### src/rtl/serial_adder_ctrl.sv
// Bit-serial adder: computes A+B+Cin LSB-first through one full adder and a carry flop,
// with a fixed N-edge latency and a one-cycle done pulse.
module serial_adder_ctrl #(
  parameter int N = 8
) (
  input  logic         clk,
  input  logic         rst_n,
  input  logic         start,
  input  logic [N-1:0] A,
  input  logic [N-1:0] B,
  input  logic         Cin,
  output logic         busy,
  output logic         done,
  output logic [N-1:0] S,
  output logic         Cout
);

  localparam int CW = $clog2(N) + 1;

  typedef enum logic [1:0] {IDLE, ADD, DONE} state_t;

  state_t         state, state_nxt;
  logic [N-1:0]   a_sr, b_sr, sum_sr, sum_nxt;
  logic           carry, sum_bit, carry_nxt, last_bit;
  logic [CW-1:0]  cnt;

  // Single 1-bit full adder on the operand LSBs.
  assign sum_bit   = a_sr[0] ^ b_sr[0] ^ carry;
  assign carry_nxt = (a_sr[0] & b_sr[0]) | (a_sr[0] & carry) | (b_sr[0] & carry);
  assign sum_nxt   = (sum_sr >> 1) | (N'(sum_bit) << (N - 1));
  assign last_bit  = (cnt == CW'(N - 1));

  always_ff @(posedge clk) begin
    if (!rst_n) state <= IDLE;
    else        state <= state_nxt;
  end

  always_comb begin
    state_nxt = state;
    busy      = 1'b0;
    done      = 1'b0;
    case (state)
      IDLE: if (start) state_nxt = ADD;
      ADD: begin
        busy = 1'b1;
        if (last_bit) state_nxt = DONE;
      end
      DONE: begin
        busy      = 1'b1;
        done      = 1'b1;
        state_nxt = IDLE;
      end
      default: state_nxt = IDLE;
    endcase
  end

  always_ff @(posedge clk) begin
    if (!rst_n) begin
      a_sr   <= '0;
      b_sr   <= '0;
      sum_sr <= '0;
      carry  <= 1'b0;
      cnt    <= '0;
      S      <= '0;
      Cout   <= 1'b0;
    end else begin
      case (state)
        IDLE: if (start) begin
          a_sr  <= A;
          b_sr  <= B;
          carry <= Cin;
          cnt   <= '0;
        end
        ADD: begin
          sum_sr <= sum_nxt;
          carry  <= carry_nxt;
          a_sr   <= a_sr >> 1;
          b_sr   <= b_sr >> 1;
          cnt    <= cnt + 1'b1;
          // Results become visible only once the final bit is in.
          if (last_bit) begin
            S    <= sum_nxt;
            Cout <= carry_nxt;
          end
        end
        default: ;
      endcase
    end
  end

endmodule

### config.mk
export PLATFORM = sky130hd
export DESIGN_NAME = serial_adder_ctrl
export DESIGN_NICKNAME = d
export VERILOG_FILES = /design/src/rtl/serial_adder_ctrl.sv
export SDC_FILE = /design/constraint.sdc
export NUM_CORES = 1
export LEC_CHECK = 0
export CORE_ASPECT_RATIO = 1.1
export CORE_MARGIN = 10
export CORE_UTILIZATION = 35
export CTS_CLUSTER_SIZE = 30
export DETAILED_ROUTE_END_ITERATION = 16
export PLACE_DENSITY = 0.62
export SLEW_MARGIN = 20
export SYNTH_ARGS = -nofsm -noshare
export SYNTH_HDL_FRONTEND = slang
export SYNTH_SLANG_ARGS = --single-unit
### constraint.sdc
create_clock -name clk -period 3.9 [get_ports clk]
set_input_delay 0.39 -clock clk [delete_from_list [all_inputs] [get_ports clk]]
set_output_delay 0.39 -clock clk [all_outputs]
set_load 0.005 [all_outputs]
==> flow_summary.ini, run 1 <==
[run_status]
status = complete, no violations

[grt]
track_usage = 0.0868
grt_pass1_vias = 1318
antenna_found_initial = 0
grt_pass1_wl_um = 5950
grt_start_max_net_pins = 41
gr-total-overflow = 0

[logic_synthesis]
synth_seq_cells = 39
synthCells = 177
ys_seq_area_frac = 0.437
syn_area_um2 = 1790
syn_nets = 202
synth_warnings = 0
async_flop_share = 0
synth_edf_count = 0
synth_cell_types = 27
syn_avg_cell_area_um2 = 10.1
synthFlopType = dfxtp_1

[detailed_routing]
vias = 1295
viasPerCell = 4.94
drt_iter0_drc = 76
drc_errors = 0
antenna_left = 0
dr.pass1.iters = 4
avgRoutedWirePerCell_um = 12.6
routed_wl_um = 3310

[worst_setup_path]
cp.required_ps = 4130
cpPeakStageDelay_ps = 790
r2r_slack_ps = 1780
cp_slowest_cell = ha_2
path_buf_inv = 1
crit_type = reg2reg
crit_start = state[1]
path_max_fanout = 37
r2r_start = state[1]
crit_path_start_kind = flop
critPathArrivalTime_ps = 2340
crit_family = adder cells
worstReg2RegEnd = cnt[3]
crit_path_cell_trace = inv_1, ha_2, mux2_4, nand4b_1, a21boi_1
cp-end-kind = flop
r2r_cells = 5

[pwr]
p_leak_nw = 0.918
power_mw = 0.831
power_density_nw_per_um2 = 383
ir_drop_mv = 0.196

[timing]
fin_ws_ps = 1780
rsz0062_at_grt = false
report.final.slew_viol_count = 0
clock_skew_ps = 3.94
slew_headroom = 0.384
tns_ps = 0
worst_slew_pin_slew_ps = 925
finalHoldViolCount = 0
max_freq_mhz = 472
post-route-min-period_ps = 2120
finalCritPeriodShare = 0.543
setup_viol = 0

[placed_design]
dpl-instance-area_um2 = 2080
gp_congestion = 0.648
place_ws_ps = 1780
dp_hpwl_um = 2170
numPortBuffers = 30

[flow_run]
drv_cap = 0

[layout]
n_antenna_cell = 0
area_growth_pct = 21.4
nNetsFinal = 228
drive_gt1_frac = 0.0539
stdcell_area_um2 = 2170
fillers = 475

[floorplanning]
fp.dieArea_um2 = 8370
io_pins = 31
dieHeight_um = 94.9
die_w_um = 88.1
rows = 27
fp.coreArea_um2 = 4970
start_util = 0.360

[cts]
cts_tree = done
clk_latency_ps = 290
cts_buffers = 5
postCtsSetupBuffers = 0
cts_sinks = 39
ctsResizeCount = 0
cts-root-buf = clkbuf_8
h-tree-depth = 2
clkTransAtPathRegs_ps = 80
clk_path_buf_depth = 2
cts_hold_buffers = 0

[worst_hold_path]
hold_depth = 2
hold_end = a_sr[7]
hold_path_startpoint = a_sr[7]
hold_class = reg2reg
report_power, final:
group,internal (mW),switching (mW),total [mW]
sequential,0.421,0.0135,0.435
combinational,0.0689,0.0595,0.128
clock,0.125,0.143,0.268
total,0.615,0.216,0.831
cell families after synthesis:
logic type | Yosys count | share of synthesized area
AOI/OAI and AO/OA | 36 | 0.175
and+or+nand+nor | 58 | 0.158
muxes | 24 | 0.137
DFF | 39 | 0.437
buffers and inverters | 15 | 0.0539
adders and majority gates | 5 | 0.0392
per-stage QoR:
stage,utilization,hold slack (ps),std cells
final,0.437,464,262
after global routing,0.437,493,262
after CTS,0.437,470,262
after detailed placement,0.420,459,254
after global placement,0.420,453,254
after floorplan,-,440,177
per-layer routing:
metal / vias to the layer above / track usage / share of wire
met5: - / 0 / 0
met2: 24 / 0.141 / 0.44
li1: 667 / - / -
met1: 599 / 0.0961 / 0.47
met3: 5 / 0.0431 / 0.074
met4: 0 / 0.0314 / 0.016
placed cells by master, fill, tap and decap left out:
cell and instances:
dfxtp_1 39, nand2_1 38, clkdlybuf4s50_1 30, mux2i_1 23
o211a_1 16, a21boi_0 13, nor2b_1 9, clkbuf_8 5
nand3b_1 4, inv_1 3, nand4b_1 3, ha_1 3
and4b_1 1, mux2_4 1, nor2_1 1, o221a_2 1
and3_1 1, a2bb2oi_1 1, a21boi_1 1, a21o_1 1
a21oi_1 1, o22ai_1 1, nand2b_1 1, a32oi_1 1
fa_1 1, ha_2 1, clkinv_2 1, clkinvlp_4 1
clkbuf_1 1, buf_4 1
worst max path at each step:
stage / depth (start not counted) / end / slack, ps
finish: 5 / cnt[3] / 1780
global route: 5 / S[7] / 1550
CTS: 5 / cnt[3] / 1750
detailed placement: 5 / cnt[3] / 1780
global placement: 5 / cnt[3] / 1830
floorplan: 6 / b_sr[0] / 2460
sequential cells by signal (all words and copies together) (netlist names):
name    count
S           8
a_sr        8
b_sr        8
sum_sr      7
cnt         4
state       2
Cout        1
carry       1
cells in the mapped netlist (2+ instances only):
cell type / instances / area share
clkbuf_1: 4 / 0.0084
mux2i_1: 23 / 0.13
inv_1: 3 / 0.0063
dfxtp_1: 39 / 0.44
buf_6: 4 / 0.025
nand4b_1: 3 / 0.015
nor2b_1: 9 / 0.032
ha_1: 4 / 0.028
nand2_1: 38 / 0.080
nand3b_1: 4 / 0.017
buf_2: 2 / 0.0056
o211a_1: 16 / 0.090
a21boi_0: 13 / 0.055
buf_4: 2 / 0.0084
layout make-up:
type | count | area [um2] | area share
flip-flops and latches | 39 | 781 | 0.360
well taps | 58 | 72.6 | 0.0334
inverters | 3 | 11.3 | 0.00519
repair buffers | 31 | 308 | 0.142
clock buffers | 6 | 72.6 | 0.0334
clock inverters | 2 | 12.5 | 0.00577
multi-input cells | 123 | 912 | 0.420
tightest hold or removal path, cell delays in order, from the launching register on:
cell	delay (ps)
dfxtp_1	310
nand2_1	50
a21boi_0	60
Note: power is estimated with default switching activity, not from simulation.
==> inputs of run 2 (changes only) <==
==> constraint.sdc (replaced) <==
create_clock -name clk -period 2.13 [get_ports clk]
set_input_delay 0.213 -clock clk [delete_from_list [all_inputs] [get_ports clk]]
set_output_delay 0.213 -clock clk [all_outputs]
set_load 0.005 [all_outputs]
==> flow_summary.ini, run 2 (same netlist as run 1, synthesis figures left out) <==
[detailed_routing]
antenna_left = 0
drc_errors = 0
dr.pass1.iters = 4
avgRoutedWirePerCell_um = 12.7
routed_wl_um = 3350
viasPerCell = 4.92
vias = 1305
drt_iter0_drc = 65

[floorplanning]
dieHeight_um = 94.9
rows = 27
io_pins = 31
start_util = 0.360
fp.dieArea_um2 = 8370
fp.coreArea_um2 = 4970
die_w_um = 88.1

[pwr]
intPower_mw = 1.25
p_leak_nw = 0.951
power_density_nw_per_um2 = 746
swShare = 0.245
ir_drop_mv = 0.416
p_clk_frac = 0.372
p_comb_frac = 0.147
p_sw_mw = 0.405
power_mw = 1.66
p_seq_frac = 0.480

[grt]
antenna_found_initial = 0
track_usage = 0.0886
grt_pass1_wl_um = 6040
grt_pass1_vias = 1333
grt_start_max_net_pins = 41
gr-total-overflow = 0

[timing]
fin_ws_ps = 429
fin_hold_ws_ps = 464
finalCritPeriodShare = 0.799
worst_slew_pin_slew_ps = 575
finalHoldViolCount = 0
slew_headroom = 0.606
post-route-min-period_ps = 1700
tns_ps = 0
setup_viol = 0
max_freq_mhz = 588
rsz0062_at_grt = false
report.final.slew_viol_count = 0
clock_skew_ps = 6.20

[cts]
cts-root-buf = clkbuf_8
clk_path_buf_depth = 2
cts_hold_buffers = 0
clk_latency_ps = 290
h-tree-depth = 2
postCtsSetupBuffers = 0
cts_tree = done
cts_sinks = 39
clkTransAtPathRegs_ps = 70
cts_buffers = 5
ctsResizeCount = 0

[worst_setup_path]
cpPeakStageDelay_ps = 490
cp_slowest_cell = clkdlybuf4s50_1
cp-end-kind = primary output
crit_path_cell_trace = inv_1, ha_1, clkdlybuf4s50_1
crit_type = reg2out
critPathArrivalTime_ps = 1490
crit_path_start_kind = flop
cp.required_ps = 1920
path_max_fanout = 3

[flow_run]
drv_cap = 0

[layout]
drive_gt1_frac = 0.0725
stdcell_area_um2 = 2220
area_growth_pct = 24.2
final_common_cell = dfxtp_1
nNetsFinal = 231
reg_top3 = S x8, a_sr x8, b_sr x8
final_cell_mix = dfxtp_1 (39), nand2_1 (38), clkdlybuf4s50_1 (30)
n_antenna_cell = 0

[placed_design]
gp_congestion = 0.671
place_ws_ps = 575
numPortBuffers = 30
dpl-instance-area_um2 = 2110
dp_hpwl_um = 2300

[run_status]
status = complete, no violations

[worst_hold_path]
hold_class = reg2reg
## run 2: cell count changes in the layout (fill, tap and decap cells not counted), sizes merged
cell      delta
clkbuf       -1
bufinv       +1
clkinv       +1
clkinvlp     -1
buf          +3
## run 2: final cells by class
cell class | count | area (um2)
sequential | 39 | 781
fill | 483 | 2750
clock buffer | 5 | 68.8
inverter | 3 | 11.3
clock inverter | 3 | 43.8
multi-input combinational | 123 | 912
timing repair buffer | 34 | 330
tap | 58 | 72.6
## run 2: worst max-delay path: cells and delay by family (launching register included)
kind / cells / cell delay (ps)
buffers and inverters: 2 / 560
adder cells (fa/ha/maj): 1 / 270
flip-flops: 1 / 370
## run 2: power by group through the flow
| stage | clock network (mW) | registers, mW | logic (mW) |
|---|---|---|---|
| 2_1_floorplan | 0 | 0.807 | 0.190 |
| 6_report | 0.616 | 0.796 | 0.244 |
| 5_1_grt | 0.669 | 0.802 | 0.276 |
| 3_3_place_gp | 0 | 0.812 | 0.244 |
| 3_5_place_dp | 0 | 0.813 | 0.245 |
| 4_1_cts | 0.636 | 0.797 | 0.247 |
## run 2: stage by stage
stage           util  instances
6_report       0.447        265
3_5_place_dp   0.424        257
5_1_grt        0.447        265
4_1_cts        0.447        265
2_1_floorplan      -        177
3_3_place_gp   0.424        257
## run 2: layer usage
layer  part of all wire  track usage  vias to the layer above
met3              0.070       0.0405                        5
met4              0.011       0.0327                        0
li1                   -            -                      672
met5                  0            0                        -
met1               0.48        0.101                      601
met2               0.44        0.143                       27
## run 2: worst paths after layout
| check | slack [ps] | depth (start not counted) | from | endpoint |
|---|---|---|---|---|
| max | 430 | 3 | state[1] | busy |
| min | 460 | 2 | S[0] | S[0] |
| max reg2reg | 580 | 6 | state[1] | a_sr[2] |
| min reg2reg | 460 | 2 | S[0] | S[0] |
